**src/rtl/oven_cycle_sequencer.sv**
```systemverilog
// Cook-cycle sequencer: preheat until in band, timed countdown, done hold, then idle.
// Optional door interlock is enabled by defining DOOR_INTERLOCK_EN.
module oven_cycle_sequencer #(
  parameter int unsigned TICK_DIV    = 50_000_000,
  parameter int unsigned INTERVAL    = 10,
  parameter int unsigned DONE_CYCLES = 4
) (
  input  logic       clk,
  input  logic       rst,
  input  logic       start,
  input  logic       stop,
  input  logic       pause,
  input  logic       door_open,
  input  logic [7:0] current_temp,
  input  logic [7:0] set_temp,
  input  logic [3:0] set_time,
  output logic [3:0] current_time,
  output logic       oven_start,
  output logic       oven_stop,
  output logic [1:0] phase,
  output logic       done_led
);

  localparam int unsigned PW = (TICK_DIV > 1) ? $clog2(TICK_DIV) : 1;
  localparam int unsigned DW = (DONE_CYCLES > 1) ? $clog2(DONE_CYCLES) : 1;

  typedef enum logic [2:0] {
    S_IDLE,
    S_PREHEAT,
    S_COOK,
    S_PAUSE,
    S_DONE
  } state_t;

  state_t          state, state_n;
  logic            start_q;
  logic [PW-1:0]   presc, presc_n;
  logic [DW-1:0]   done_cnt, done_cnt_n;
  logic [3:0]      time_n;
  logic            oven_start_n, oven_stop_n, done_led_n;
  logic [1:0]      phase_n;
  logic            start_edge;
  logic            start_ok;
  logic [8:0]      band_sum;
  logic            in_band;

`ifdef DOOR_INTERLOCK_EN
  state_t          resume_state, resume_state_n;
  logic            door_hold, door_hold_n;
`else
  logic            unused_door;
  assign unused_door = door_open;
`endif

  assign start_edge = start & ~start_q;
  // Widened to 9 bits so set_temp below INTERVAL always counts as in band.
  assign band_sum   = {1'b0, current_temp} + 9'(INTERVAL);
  assign in_band    = band_sum >= {1'b0, set_temp};

`ifdef DOOR_INTERLOCK_EN
  assign start_ok = start_edge & (set_time != '0) & ~door_open;
`else
  assign start_ok = start_edge & (set_time != '0);
`endif

  always_ff @(posedge clk or posedge rst) begin
    if (rst) begin
      state        <= S_IDLE;
      start_q      <= 1'b0;
      presc        <= '0;
      done_cnt     <= '0;
      current_time <= '0;
      oven_start   <= 1'b0;
      oven_stop    <= 1'b1;
      phase        <= 2'd0;
      done_led     <= 1'b0;
`ifdef DOOR_INTERLOCK_EN
      resume_state <= S_COOK;
      door_hold    <= 1'b0;
`endif
    end else begin
      state        <= state_n;
      start_q      <= start;
      presc        <= presc_n;
      done_cnt     <= done_cnt_n;
      current_time <= time_n;
      oven_start   <= oven_start_n;
      oven_stop    <= oven_stop_n;
      phase        <= phase_n;
      done_led     <= done_led_n;
`ifdef DOOR_INTERLOCK_EN
      resume_state <= resume_state_n;
      door_hold    <= door_hold_n;
`endif
    end
  end

  always_comb begin
    state_n      = state;
    presc_n      = presc;
    done_cnt_n   = done_cnt;
    time_n       = current_time;
    oven_start_n = 1'b0;
`ifdef DOOR_INTERLOCK_EN
    resume_state_n = resume_state;
    door_hold_n    = door_hold;
`endif

    if (stop) begin
      state_n = S_IDLE;
      time_n  = '0;
      presc_n = '0;
`ifdef DOOR_INTERLOCK_EN
      door_hold_n = 1'b0;
`endif
    end else if (start_ok && state == S_IDLE) begin
      state_n      = S_PREHEAT;
      time_n       = set_time;
      presc_n      = '0;
      oven_start_n = 1'b1;
    end else begin
      case (state)
        S_PREHEAT: begin
`ifdef DOOR_INTERLOCK_EN
          if (door_open) begin
            state_n        = S_PAUSE;
            resume_state_n = S_PREHEAT;
            door_hold_n    = 1'b1;
          end else
`endif
          if (in_band) begin
            state_n = S_COOK;
            presc_n = '0;
          end
        end
        S_COOK: begin
`ifdef DOOR_INTERLOCK_EN
          if (door_open) begin
            state_n        = S_PAUSE;
            resume_state_n = S_COOK;
            door_hold_n    = 1'b1;
          end else
`endif
          if (pause) begin
            state_n = S_PAUSE;
`ifdef DOOR_INTERLOCK_EN
            resume_state_n = S_COOK;
            door_hold_n    = 1'b0;
`endif
          end else if (presc == PW'(TICK_DIV - 1)) begin
            presc_n = '0;
            if (current_time <= 4'd1) begin
              time_n     = '0;
              state_n    = S_DONE;
              done_cnt_n = '0;
            end else begin
              time_n = current_time - 4'd1;
            end
          end else begin
            presc_n = presc + PW'(1);
          end
        end
        S_PAUSE: begin
`ifdef DOOR_INTERLOCK_EN
          if (door_open) begin
            door_hold_n = 1'b1;
          end else if (!pause) begin
            state_n      = resume_state;
            oven_start_n = door_hold;
            door_hold_n  = 1'b0;
          end
`else
          if (!pause) state_n = S_COOK;
`endif
        end
        S_DONE: begin
          time_n = '0;
          if (done_cnt == DW'(DONE_CYCLES - 1)) begin
            state_n = S_IDLE;
          end else begin
            done_cnt_n = done_cnt + DW'(1);
          end
        end
        default: state_n = S_IDLE;
      endcase
    end

    // Registered outputs are decoded from the next state so they line up with it.
    oven_stop_n = (state_n == S_IDLE) || (state_n == S_DONE);
`ifdef DOOR_INTERLOCK_EN
    if (state_n == S_PAUSE && door_open) oven_stop_n = 1'b1;
`endif
    done_led_n = (state_n == S_DONE);
    case (state_n)
      S_PREHEAT: phase_n = 2'd1;
      S_COOK:    phase_n = 2'd2;
      S_PAUSE:   phase_n = 2'd3;
      default:   phase_n = 2'd0;
    endcase
  end

endmodule

```
**config.mk**
```make
export PLATFORM = sky130hd
export DESIGN_NAME = oven_cycle_sequencer
export DESIGN_NICKNAME = d
export VERILOG_FILES = /design/src/rtl/oven_cycle_sequencer.sv
export SDC_FILE = /design/constraint.sdc
export NUM_CORES = 1
export LEC_CHECK = 0
export BUFFER_PORTS_ARGS = -buffer_cell sky130_fd_sc_hd__buf_2
export CAP_MARGIN = 20
export CORE_MARGIN = 2
export CORE_UTILIZATION = 65
export CTS_BUF_LIST = sky130_fd_sc_hd__clkbuf_2 sky130_fd_sc_hd__clkbuf_4 sky130_fd_sc_hd__clkbuf_8
export CTS_CLUSTER_SIZE = 12
export DETAILED_ROUTE_END_ITERATION = 8
export HOLD_SLACK_MARGIN = 0.15
export PLACE_DENSITY_LB_ADDON = 0.12
export SETUP_SLACK_MARGIN = 0.3
export SLEW_MARGIN = 20
export SYNTH_ARGS = -nofsm -noshare
export SYNTH_HDL_FRONTEND = slang
export SYNTH_SLANG_ARGS = --single-unit
```
**constraint.sdc**
```tcl
create_clock -name clk -period 2.86 [get_ports clk]
set_input_delay 0.572 -clock clk [delete_from_list [all_inputs] [get_ports clk]]
set_output_delay 0.572 -clock clk [all_outputs]
set_load 0.03 [all_outputs]
```
==> results.sh <==
export IMPL_grt_max_degree=26
export IMPL_ios=35
export IMPL_start_util_pct=67.7
export IMPL_cp_top_family="compound AO/OA/AOI/OAI gates"
export IMPL_clock_latency_ns=0.30
export IMPL_final_hold_violation_count=0
export IMPL_grt_pass1_wl_um=11000
export IMPL_drc=0
export IMPL_ir_worst_vdd_mv=0.394
export IMPL_ys_top_cells_by_count="dfrtp_1, nand2_1, o21ai_0"
export IMPL_crit_buf_inv=1
export IMPL_clkSlewWorstSetupHoldPaths_ns=0.08
export IMPL_cpMostUsedCell="nor2_1"
export IMPL_grt_pass1_vias=2371
export IMPL_cts_sinks=41
export IMPL_syn_num_nets=346
export IMPL_min_delay_path_class="input port to async pin"
export IMPL_yosysWarnings=0
export IMPL_maxCapViolCount=0
export IMPL_drive_gt1_share_pct=22.6
export IMPL_arrival_ns=2.74
export IMPL_synth_avg_cell_area_um2=8.82
export IMPL_fin_crit_ns=2.53
export IMPL_slew_viol_final=0
export IMPL_dr_pass1_iters=7
export IMPL_status="completed"
export IMPL_worst_slew_pin_slew_ns=0.880
export IMPL_track_usage_pct=31.1
export IMPL_cp_slowest_cell="or4bb_1"
export IMPL_clock_root_buffer="clkbuf_8"
export IMPL_total_power_mw=1.61
export IMPL_postCtsHoldBufs=0
export IMPL_syn_inst=307
export IMPL_whs_ns=0.378
export IMPL_crit_path_end_kind="register"
export IMPL_place_hpwl_um=4420
export IMPL_antenna_found_initial=0
export IMPL_synth_edff_count=0
export IMPL_synth_area_leader_cell="dfrtp_1"
export IMPL_pre_cts_ws_ns=-0.0476
export IMPL_yosysMostFrequentCell="dfrtp_1"
export IMPL_clk_path_buf_depth=2
export IMPL_synth_top_area_share_pct=37.0
export IMPL_multiInputGateArea_um2=1630
export IMPL_antennaDiodeCount=0
export IMPL_crit_type="input port to register"
export IMPL_relSlewSlack_pct=40.8
export IMPL_setup_viol=0
export IMPL_ys_types=55
export IMPL_route_detailed_vias_per_inst=6.62
export IMPL_via_count=2646
export IMPL_fin_nets=388
export IMPL_critPathLaunchType="input port"
export IMPL_grt_ovfl_total=0
export IMPL_cellPowerDensity_nw_per_um2=499
export IMPL_ant_nets=0
export IMPL_critical_path_required_ns=3.07
export IMPL_seqCellArea_um2=1030
export IMPL_cpPeakStageDelay_ns=0.53
export IMPL_max_freq_ghz=0.395
export IMPL_cts_max_level=2
export IMPL_fillers=257
export IMPL_synth_main_ff_cell="dfrtp_1"
export IMPL_dieWidth_um=68.5
export IMPL_place_gp_congestion=0.832
export IMPL_grt_setup_unrepaired="yes"
export IMPL_core_area_um2=4000
export IMPL_r2r_slack_ns=0.63
export IMPL_cp_cell_sequence="buf_2 -> a21oi_2 -> nor2_1 -> xor2_1 -> ha_1 -> a211oi_2 -> nand2_1 -> a21oi_1 -> or4bb_1 -> a31oi_1 -> nor2_1"
export IMPL_cts_tree="done"
export IMPL_portBuffers=33
export IMPL_detail_route_wl_per_cell_um=17.4
export IMPL_drt_wl_total_um=6970
export IMPL_yosysSeqAreaShare_pct=38.0
export IMPL_synth_async_reset_ratio_pct=100
export IMPL_path_max_fanout=4
export IMPL_synthesis_area_um2=2710
export IMPL_numCtsBuffers=5
export IMPL_p_leak_nw=1.41
export IMPL_synth_area_leaders="dfrtp_1, ha_1, o21ai_0"
export IMPL_area_delta_synth_final_pct=19.2
export IMPL_die_area_um2=4700
export IMPL_fp_row_count=23
export IMPL_yosys_register_bits=41
export IMPL_die_height_um=68.5
export IMPL_fin_crit_sh_pct=88.4
export IMPL_drt_initial_drc_count=330
export IMPL_setup_ws_ns=0.332
export IMPL_finClkSkew_ns=0.00515
[stage by stage]
stage                     cell area, um^2  setup TNS (ns)  utilization (%)  std cells
after floorplan                      2730               0                -        307
after global placement               2930               0             73.3        387
after detailed placement             2930          -0.117             73.3        387
after CTS                            3070               0             76.7        395
after global routing                 3230               0             80.6        400
final                                3230               0             80.6        400
[logic make-up (layout without fill, tap and decap cells)]
| logic type | after synthesis | count (layout) | synth area share (%) |
|---|---|---|---|
| buf+inv | 25 | 66 | 5.45 |
| flops | 41 | 41 | 38.0 |
| simple gates | 133 | 135 | 27.2 |
| xor+xnor | 5 | 5 | 1.62 |
| fa+ha+maj | 13 | 13 | 6.01 |
| mux | 2 | 2 | 0.740 |
| compound gates | 88 | 88 | 21.0 |
[cells in the final DEF (no fill, tap or decap), drive strengths merged, types with 9 or more instances in the layout]
| master | synthesis | routed |
|---|---|---|
| inv | 15 | 15 |
| dfrtp | 40 | 40 |
| a21oi | 11 | 11 |
| nor2b | 10 | 10 |
| nand3 | 12 | 12 |
| buf | 8 | 42 |
| nor2 | 26 | 26 |
| o21ai | 39 | 39 |
| nand4 | 9 | 9 |
| nand2 | 32 | 32 |
| ha | 13 | 13 |
| o31ai | 17 | 17 |
[timing repair]
action	4_1_cts	5_1_grt
buffers inserted	0	2
gates cloned	0	3
endpoints found under the hold margin	0	0
setup endpoints to repair	5	28
pin swaps	2	15
resized for setup	1	23
[final timing paths]
path | startpoint | endpoint | cells after the start
max | current_temp[3] | oven_stop$_DFF_PP1_ | 11
min | rst | presc[21]$_DFFE_PP0P_ | 2
max reg2reg | presc[0]$_DFFE_PP0P_ | current_time[2]$_DFFE_PP0P_ | 7
min reg2reg | done_cnt[0]$_DFFE_PP0P_ | done_cnt[0]$_DFFE_PP0P_ | 1
max in group asynchronous | rst | oven_stop$_DFF_PP1_ | 3
min in group clk | start | start_q$_DFF_PP0_ | 1
[report_power, final]
part | total, mW | internal [mW] | switching [mW]
Combinational | 0.401 | 0.160 | 0.242
Sequential | 0.642 | 0.611 | 0.0302
Clock | 0.568 | 0.347 | 0.221
[sequential cells by signal, summed over array words and instances, names as in the netlist]
name          flops
presc            26
current_time      4
state             3
done_cnt          2
phase             2
done_led          1
oven_start        1
oven_stop         1
start_q           1
[final cells by class]
cell class | count | share of cell area (%)
clock inverter | 3 | 2.02
sequential | 41 | 31.8
clock buffer | 5 | 2.13
timing repair buffer | 43 | 9.74
multi-input combinational | 243 | 50.6
tap | 50 | 1.94
inverter | 15 | 1.75
[layer usage]
metal	vias to the layer above	share of wire, %	GRT usage, %
li1	1224	-	-
met1	1260	41	42.5
met2	132	49	50.2
met3	30	6.9	5.03
met4	0	2.9	10.3
met5	-	0	0
No activity file was read; power rests on OpenSTA's default activity.
